===== config.mk =====
export PLATFORM = sky130hd
export DESIGN_NAME = pipe_stage_ctrl_flat
export DESIGN_NICKNAME = d
export VERILOG_FILES = /design/src/rtl/pipe_stage_ctrl_if.sv /design/src/rtl/pipe_stage_ctrl.sv /design/src/flat_wrapper.sv
export SDC_FILE = /design/constraint.sdc
export NUM_CORES = 1
export LEC_CHECK = 0
export CORE_ASPECT_RATIO = 1.4
export CORE_UTILIZATION = 45
export DETAILED_ROUTE_END_ITERATION = 7
export PLACE_DENSITY_LB_ADDON = 0.1
export RECOVER_POWER = 25
export SLEW_MARGIN = 20
export SYNTH_ARGS = -nofsm -noshare
export SYNTH_HDL_FRONTEND = slang
export SYNTH_SLANG_ARGS = --single-unit

===== constraint.sdc =====
create_clock -name clk -period 3 [get_ports clk]
set_input_delay 0.6 -clock clk [delete_from_list [all_inputs] [get_ports clk]]
set_output_delay 0.6 -clock clk [all_outputs]
set_load 0.005 [all_outputs]

===== src/rtl/pipe_stage_ctrl_if.sv =====
// Handshake bundle between the stage controller and its neighbours: the hazard
// unit and fetch drive stall/flush and F-stage data; stage contents flow back.
interface pipe_stage_ctrl_if #(
    parameter int CNT_W = 16
);
    logic             stall;
    logic             flush;
    logic [31:0]      instr_f;
    logic [31:0]      pc_f;
    logic [4:0]       a3_d;

    logic             pc_en;
    logic [31:0]      instr_d;
    logic [31:0]      instr_e;
    logic [31:0]      instr_m;
    logic [31:0]      instr_w;
    logic [31:0]      pc_d;
    logic [31:0]      pc_e;
    logic [31:0]      pc_m;
    logic [31:0]      pc_w;
    logic [4:0]       a3_e;
    logic [4:0]       a3_m;
    logic [4:0]       a3_w;
    logic             bubble_e;
    logic [CNT_W-1:0] stall_cycles;

    // Fetch/hazard side: drives control and F-stage data, observes stage contents
    modport master (
        output stall, flush, instr_f, pc_f, a3_d,
        input  pc_en, instr_d, instr_e, instr_m, instr_w,
        input  pc_d, pc_e, pc_m, pc_w, a3_e, a3_m, a3_w, bubble_e, stall_cycles
    );

    modport slave (
        input  stall, flush, instr_f, pc_f, a3_d,
        output pc_en, instr_d, instr_e, instr_m, instr_w,
        output pc_d, pc_e, pc_m, pc_w, a3_e, a3_m, a3_w, bubble_e, stall_cycles
    );
endinterface


===== src/rtl/pipe_stage_ctrl.sv =====
// D/E/M/W pipeline registers for the five-stage MIPS core, applying hazard-unit
// stalls (freeze F/D, bubble E) and exception flushes, with a stall-cycle counter.
module pipe_stage_ctrl #(
    parameter logic [31:0] PC_RESET = 32'h0000_3000,
    parameter logic [31:0] NOP      = 32'h0000_0000,
    parameter int          CNT_W    = 16
) (
    input logic              clk,
    input logic              reset_n,
    pipe_stage_ctrl_if.slave bus
);
    typedef struct packed {
        logic [31:0] instr;
        logic [31:0] pc;
    } dStage_t;

    typedef struct packed {
        logic [31:0] instr;
        logic [31:0] pc;
        logic [4:0]  a3;
    } stage_t;

    localparam dStage_t EMPTY_D = '{instr: NOP, pc: PC_RESET};
    localparam stage_t  EMPTY   = '{instr: NOP, pc: PC_RESET, a3: 5'd0};

    dStage_t          dStage_q, dStage_d;
    stage_t           eStage_q, eStage_d;
    stage_t           mStage_q, mStage_d;
    stage_t           wStage_q, wStage_d;
    logic             bubbleE_q, bubbleE_d;
    logic [CNT_W-1:0] stallCycles_q, stallCycles_d;

    // Flush wins over stall; W always takes M so the instruction leaving M commits
    always_comb begin
        dStage_d      = dStage_q;
        eStage_d      = eStage_q;
        mStage_d      = eStage_q;
        wStage_d      = mStage_q;
        bubbleE_d     = 1'b0;
        stallCycles_d = stallCycles_q;

        if (bus.flush) begin
            dStage_d = EMPTY_D;
            eStage_d = EMPTY;
            mStage_d = EMPTY;
        end else if (bus.stall) begin
            // The bubble keeps pc_d so an exception raised on it still has an EPC
            eStage_d  = '{instr: NOP, pc: dStage_q.pc, a3: 5'd0};
            bubbleE_d = 1'b1;
            if (stallCycles_q != {CNT_W{1'b1}}) begin
                stallCycles_d = stallCycles_q + CNT_W'(1);
            end
        end else begin
            dStage_d = '{instr: bus.instr_f, pc: bus.pc_f};
            eStage_d = '{instr: dStage_q.instr, pc: dStage_q.pc, a3: bus.a3_d};
        end
    end

    always_ff @(posedge clk or negedge reset_n) begin
        if (!reset_n) begin
            dStage_q      <= EMPTY_D;
            eStage_q      <= EMPTY;
            mStage_q      <= EMPTY;
            wStage_q      <= EMPTY;
            bubbleE_q     <= 1'b0;
            stallCycles_q <= '0;
        end else begin
            dStage_q      <= dStage_d;
            eStage_q      <= eStage_d;
            mStage_q      <= mStage_d;
            wStage_q      <= wStage_d;
            bubbleE_q     <= bubbleE_d;
            stallCycles_q <= stallCycles_d;
        end
    end

    // pc_en is the only combinational output; everything else comes from registers
    assign bus.pc_en        = ~bus.stall | bus.flush;
    assign bus.instr_d      = dStage_q.instr;
    assign bus.pc_d         = dStage_q.pc;
    assign bus.instr_e      = eStage_q.instr;
    assign bus.pc_e         = eStage_q.pc;
    assign bus.a3_e         = eStage_q.a3;
    assign bus.instr_m      = mStage_q.instr;
    assign bus.pc_m         = mStage_q.pc;
    assign bus.a3_m         = mStage_q.a3;
    assign bus.instr_w      = wStage_q.instr;
    assign bus.pc_w         = wStage_q.pc;
    assign bus.a3_w         = wStage_q.a3;
    assign bus.bubble_e     = bubbleE_q;
    assign bus.stall_cycles = stallCycles_q;
endmodule

===== src/flat_wrapper.sv =====
// flat-port wrapper written by rule: the top's interface ports become plain ports
module pipe_stage_ctrl_flat 
#(
    parameter logic [31:0] PC_RESET = 32'h0000_3000,
    parameter logic [31:0] NOP      = 32'h0000_0000,
    parameter int          CNT_W    = 16
)
  (clk, reset_n, bus_stall, bus_flush, bus_instr_f, bus_pc_f, bus_a3_d, bus_pc_en, bus_instr_d, bus_instr_e, bus_instr_m, bus_instr_w, bus_pc_d, bus_pc_e, bus_pc_m, bus_pc_w, bus_a3_e, bus_a3_m, bus_a3_w, bus_bubble_e, bus_stall_cycles);
  pipe_stage_ctrl_if #(.CNT_W(CNT_W)) bus_i ();
  input logic clk;
  input logic reset_n;
  input wire logic [$bits(bus_i.stall)-1:0] bus_stall;
  input wire logic [$bits(bus_i.flush)-1:0] bus_flush;
  input wire logic [$bits(bus_i.instr_f)-1:0] bus_instr_f;
  input wire logic [$bits(bus_i.pc_f)-1:0] bus_pc_f;
  input wire logic [$bits(bus_i.a3_d)-1:0] bus_a3_d;
  output wire logic [$bits(bus_i.pc_en)-1:0] bus_pc_en;
  output wire logic [$bits(bus_i.instr_d)-1:0] bus_instr_d;
  output wire logic [$bits(bus_i.instr_e)-1:0] bus_instr_e;
  output wire logic [$bits(bus_i.instr_m)-1:0] bus_instr_m;
  output wire logic [$bits(bus_i.instr_w)-1:0] bus_instr_w;
  output wire logic [$bits(bus_i.pc_d)-1:0] bus_pc_d;
  output wire logic [$bits(bus_i.pc_e)-1:0] bus_pc_e;
  output wire logic [$bits(bus_i.pc_m)-1:0] bus_pc_m;
  output wire logic [$bits(bus_i.pc_w)-1:0] bus_pc_w;
  output wire logic [$bits(bus_i.a3_e)-1:0] bus_a3_e;
  output wire logic [$bits(bus_i.a3_m)-1:0] bus_a3_m;
  output wire logic [$bits(bus_i.a3_w)-1:0] bus_a3_w;
  output wire logic [$bits(bus_i.bubble_e)-1:0] bus_bubble_e;
  output wire logic [$bits(bus_i.stall_cycles)-1:0] bus_stall_cycles;
  assign bus_i.stall = bus_stall;
  assign bus_i.flush = bus_flush;
  assign bus_i.instr_f = bus_instr_f;
  assign bus_i.pc_f = bus_pc_f;
  assign bus_i.a3_d = bus_a3_d;
  assign bus_pc_en = bus_i.pc_en;
  assign bus_instr_d = bus_i.instr_d;
  assign bus_instr_e = bus_i.instr_e;
  assign bus_instr_m = bus_i.instr_m;
  assign bus_instr_w = bus_i.instr_w;
  assign bus_pc_d = bus_i.pc_d;
  assign bus_pc_e = bus_i.pc_e;
  assign bus_pc_m = bus_i.pc_m;
  assign bus_pc_w = bus_i.pc_w;
  assign bus_a3_e = bus_i.a3_e;
  assign bus_a3_m = bus_i.a3_m;
  assign bus_a3_w = bus_i.a3_w;
  assign bus_bubble_e = bus_i.bubble_e;
  assign bus_stall_cycles = bus_i.stall_cycles;
  pipe_stage_ctrl #(.PC_RESET(PC_RESET), .NOP(NOP), .CNT_W(CNT_W)) u_core (.clk(clk), .reset_n(reset_n), .bus(bus_i));
endmodule

# Yosys cells after proc, flatten, opt, wreduce, memory -nomap -nowiden
# Cells that the tools add are included.
classes:
  div: 0
  n_shift: 0
  addsub: 1
  n_mux: 7
  n_reduce_logical: 1
  multipliers: 0
  bitwise: 3
  magnitude_cmp: 0
  n_eq_ne: 2
ops:
  columns: ["cell", "n"]
  rows:
  - ["69-bit two-way mux", 3]
  - ["64-bit two-way mux", 2]
  - ["16-bit by 1-bit adder with 16-bit output, second input constant", 1]
  - ["16-bit != test, second input constant", 1]
  - ["3-bit AND reduction", 1]
  - ["1-bit two-way mux", 2]
  - ["2-bit by 1-bit != test with 1-bit output, second input constant", 1]
  - ["1-bit NOT", 2]
  - ["1-bit bitwise OR", 1]
totals:
  mem_count: 0
  latch_bits: 0
  ram_bits: 0
  elab_cells: 27
  input_bits: 73
  register_bits: 288
  romBits: 0

# Logic depth before layout (Yosys ltp)
logic_depth:
  ltp_word: 2
  depth_mapped: 5

# Least setup slack after synthesis
# No wires, ideal clock.
synth_path:
  path_kind: "reg-to-reg"
  from: "reg u_core.stallCycles_q[0], in the netlist u_core.bus.stall_cycles[0]"
  to: "reg u_core.stallCycles_q[7], in the netlist u_core.bus.stall_cycles[7]"
  path_buffers: 0
  required_ps: 2875
  setup_ps: 125
  path_slack_ps: 1258
  path_stages_with_launch: 6
  t_arrival_ps: 1617
  path_cell_list: "dfrtp_1 ha_1 and3_4 a41o_4 or3_4 xnor2_2"
synth_between:
  elab_chain_cells: 2
  elab_cells_between_ends: 3
  classes_between: "add/sub (1); eq/ne (1); reduce/logical (1)"
synth_rtl:
  columns: ["item", "line", "rtl"]
  rows:
  - ["start: declaration", "pipe_stage_ctrl.sv:31", "logic [CNT_W-1:0] stallCycles_q, stallCycles_d;"]
  - ["start signal: assignment", "pipe_stage_ctrl.sv:73", "stallCycles_q <= stallCycles_d;"]
  - ["parallel branches: the longest is 2 deep, another holds 16-bit by 1-bit adder with 16-bit output", null, null]
# Several ways; the timed one is not identified.
# A chain may end at the register's enable or synchronous reset.

# Final worst setup path
layout_path:
  from: "reg u_core.dStage_q (netlist bit u_core.bus.pc_d[13])"
  to: "out bus_pc_d[13]"
layout_lines:
  columns: ["item", "line", "rtl"]
  rows:
  - ["start: declaration", "pipe_stage_ctrl.sv:26", "dStage_t dStage_q, dStage_d;"]
  - ["start signal: assignment", "pipe_stage_ctrl.sv:68", "dStage_q <= dStage_d;"]
  - ["end: declaration", "flat_wrapper.sv:22", "output wire logic [$bits(bus_i.pc_d)-1:0] bus_pc_d;"]
# No word-level cell between the ends.

==> run_results.csv <==
group,metric,value,unit
status,status,"finished, violations left",
status,violations,"DRC, capacitance limit, slew limit",
cells_and_area,final_nets,1084,
setup_path,critPathRequiredTime,2400,ps
synthesis,syn_nets,711,
grt,grt_usage,22.0,%
setup_path,critPathBufInv,1,
die,pin_count,362,
synthesis,synth_top_area_cell,"dfrtp_1",
timing,worstMarginPinSlew,2190,ps
cells_and_area,final_area,0.0144,sq mm
cts,cts_tree,"done",
cts,cts_sinks,288,
grt,grt_max_degree,96,
cts,h-tree-depth,1,
setup_path,crit_slowest_cell,"dfstp_2",
synthesis,synth_seq_area_share,76.0,%
synthesis,synthMostInstantiatedCell,"dfrtp_1",
grt,grt_overflow_total,0,
timing,layout_worst_path_cycle_share,72.7,%
cts,cts_buffers,27,
placed_design,portBuffers,361,
timing,grt_setup_unrepaired,"no",
die,start_util,46.0,%
synthesis,synthDominantCellAreaShare,73.8,%
routing,firstDrtPassIters,7,
power_and_ir_drop,peakVddDrop,444,uV
cts,clockBufferDepth,3,
cts,clkTransAtPathRegs,60,ps
setup_path,cp-end-kind,"primary output",
setup_path,arrival,1580,ps
setup_path,crit_path_cell_trace,"clkdlybuf4s50_1",
setup_path,cp-startpoint,"u_core.bus.pc_d[13]",
cts,root_buffer,"clkbuf_16",
cells_and_area,seq_area,0.00722,sq mm
timing,finalSetupViolCount,0,
cells_and_area,multiInputGateArea,0.00216,sq mm
placed_design,gp_congestion,0.756,
routing,drt_wl_total,23.5,mm
routing,num_vias,6134,
setup_path,r2r-start,"u_core.bus.stall_cycles[0]",
placed_design,dp.final_hpwl,16.4,mm
synthesis,netlist_area,0.00949,sq mm
cts,postCtsSetupBuffers,0,
timing,fin_crit,2180,ps
synthesis,synth-edff-count,0,
synthesis,syn_area_per_cell,14.9,sq um
timing,setup_tns,0,ps
die,die_w,125,um
die,row_count,62,
synthesis,ys_seq_elements,288,
setup_path,cp_top_family,"flip-flops",
routing,drtIter0Drc,317,
timing,slew_headroom,-46.0,%
cells_and_area,drive_gt1_share,7.86,%
grt,grt_pass1_vias,6461,
setup_path,slowest_delay,540,ps
cts,clk_latency,520,ps
setup_path,critPathKind,"register to primary output",
die,die_area,0.0217,sq mm
cells_and_area,fillCellCount,1501,
placed_design,placed_area,0.0134,sq mm
setup_path,cp-start-kind,"register",
routing,wl_per_cell,18.2,um
cts,cts_resized,0,
timing,finalClockSkew,10.7,ps
job,drv_cap,1,
synthesis,synthFlopType,"dfrtp_1",
synthesis,ys_warn_count,0,
cells_and_area,final_core_util,70.0,%
synthesis,synthTopCellsByCount,"dfrtp_1 (280), nor2b_1 (99), nor2_1 (64)",
grt,grt_pass1_wl,36.7,mm
power_and_ir_drop,p_leak,6.75,nW
setup_path,worstPathMaxFanout,3,
die,core,0.0206,sq mm
routing,drt.antenna.violating_nets,0,
timing,fmax,0.458,GHz
synthesis,async_reset_ff_share,100,%
worst_hold_path,min-delay-start,"u_core.bus.pc_m[12]",
synthesis,netlist_instances,637,
synthesis,synth_area_leaders,"dfrtp_1 (74%), mux2i_1 (6.5%), nor2b_1 (6.5%)",
timing,drv_slew,86,
cts,cts_hold_buffers,0,
synthesis,synth.distinct_cells,31,
routing,drc,50,
grt,antenna_found_initial,1,
routing,vias_per_cell,4.77,
die,die_h,174,um
worst_hold_path,hp-class,"register to register",
cells_and_area,area_delta_synth_final,52.2,%
power_and_ir_drop,power_density,609,mW/mm^2
timing,hold_violations,0,
==> state kept, by name, indices dropped and copies added, names as in the netlist, 5 cells and up <==
register,cells
u_core.bus.pc_e,32
u_core.bus.a3_w,5
u_core.bus.a3_e,5
u_core.bus.a3_m,5
u_core.bus.instr_d,32
u_core.bus.pc_w,32
u_core.bus.stall_cycles,16
u_core.bus.instr_w,32
u_core.bus.instr_e,32
u_core.bus.pc_m,32
u_core.bus.pc_d,32
u_core.bus.instr_m,32
==> layout by cell type (no fill, tap or decap), types with 2 or more instances in the layout <==
master	instances
xor2_1	5
nand4_1	7
bufinv_16	8
or2_2	4
nand2_1	8
nor2b_1	99
mux2i_1	62
xnor2_1	8
nor3_1	3
buf_12	2
and3_1	2
nor2_1	63
and4_4	2
dfstp_2	8
dfrtp_1	280
clkinv_2	5
and2_1	39
o31ai_1	2
a211o_1	2
buf_4	10
clkbuf_1	3
clkdlybuf4s50_1	358
clkbuf_8	5
nand3_1	3
clkbuf_16	27
==> final timing paths <==
path	cells after the start	end	slack [ps]
worst min-delay path	0	u_core.bus.pc_w[12]	370
worst max register to register	5	u_core.bus.stall_cycles[7]	1190
max in group asynchronous	2	u_core.bus.instr_d[5]	930
worst max-delay path	1	bus_pc_d[13]	820
worst min register to register	0	u_core.bus.pc_w[12]	370
min in group asynchronous	1	u_core.bus.pc_e[27]	700
==> layer usage <==
metal | vias up | wire length [um] | part of all wire (%) | GRT usage [%]
li1 | 2792 | - | - | -
met1 | 3033 | 7990 | 34 | 24.0
met2 | 261 | 12300 | 52 | 39.2
met3 | 48 | 2320 | 9.9 | 7.31
met4 | 0 | 852 | 3.6 | 9.10
met5 | - | 0 | 0 | 0
==> cells by family after synthesis <==
| logic type | after synthesis | synth area share [%] |
|---|---|---|
| adder cells (fa/ha/maj) | 1 | 0.132 |
| multiplexers | 62 | 6.54 |
| buffers and inverters | 29 | 1.24 |
| flip-flops | 288 | 76.0 |
| AND/OR/NAND/NOR | 237 | 13.9 |
| AO/OA/AOI/OAI | 6 | 0.738 |
| XOR/XNOR | 14 | 1.37 |
==> layout make-up <==
cell class	count	area share [%]
Sequential cell	288	50.0
Timing Repair Buffer	372	25.7
Multi-Input combinational cell	320	15.0
Clock buffer	34	5.21
Tap cell	256	2.22
Clock inverter	15	1.95
Inverter	1	0.0260
Antenna cell	1	0.0173
==> where the power goes <==
group | internal (mW) | total (mW) | leakage, nW | switching, mW
Clock | 2.46 | 3.87 | 0.508 | 1.41
Sequential | 4.03 | 4.16 | 3.90 | 0.126
Combinational | 0.448 | 0.765 | 2.33 | 0.318
==> metrics by stage <==
| stage | instances | hold slack [ps] | power, mW | setup WS [ps] |
|---|---|---|---|---|
| after floorplan | 637 | 304 | 4.44 | 1260 |
| after global placement | 1237 | 355 | 4.99 | 717 |
| after detailed placement | 1237 | 357 | 5.01 | 668 |
| after CTS | 1286 | 68.9 | 8.90 | 790 |
| after global routing | 1287 | 372 | 9.12 | 467 |
| final | 1287 | 366 | 8.80 | 818 |
(Power assumes the default switching activity.)
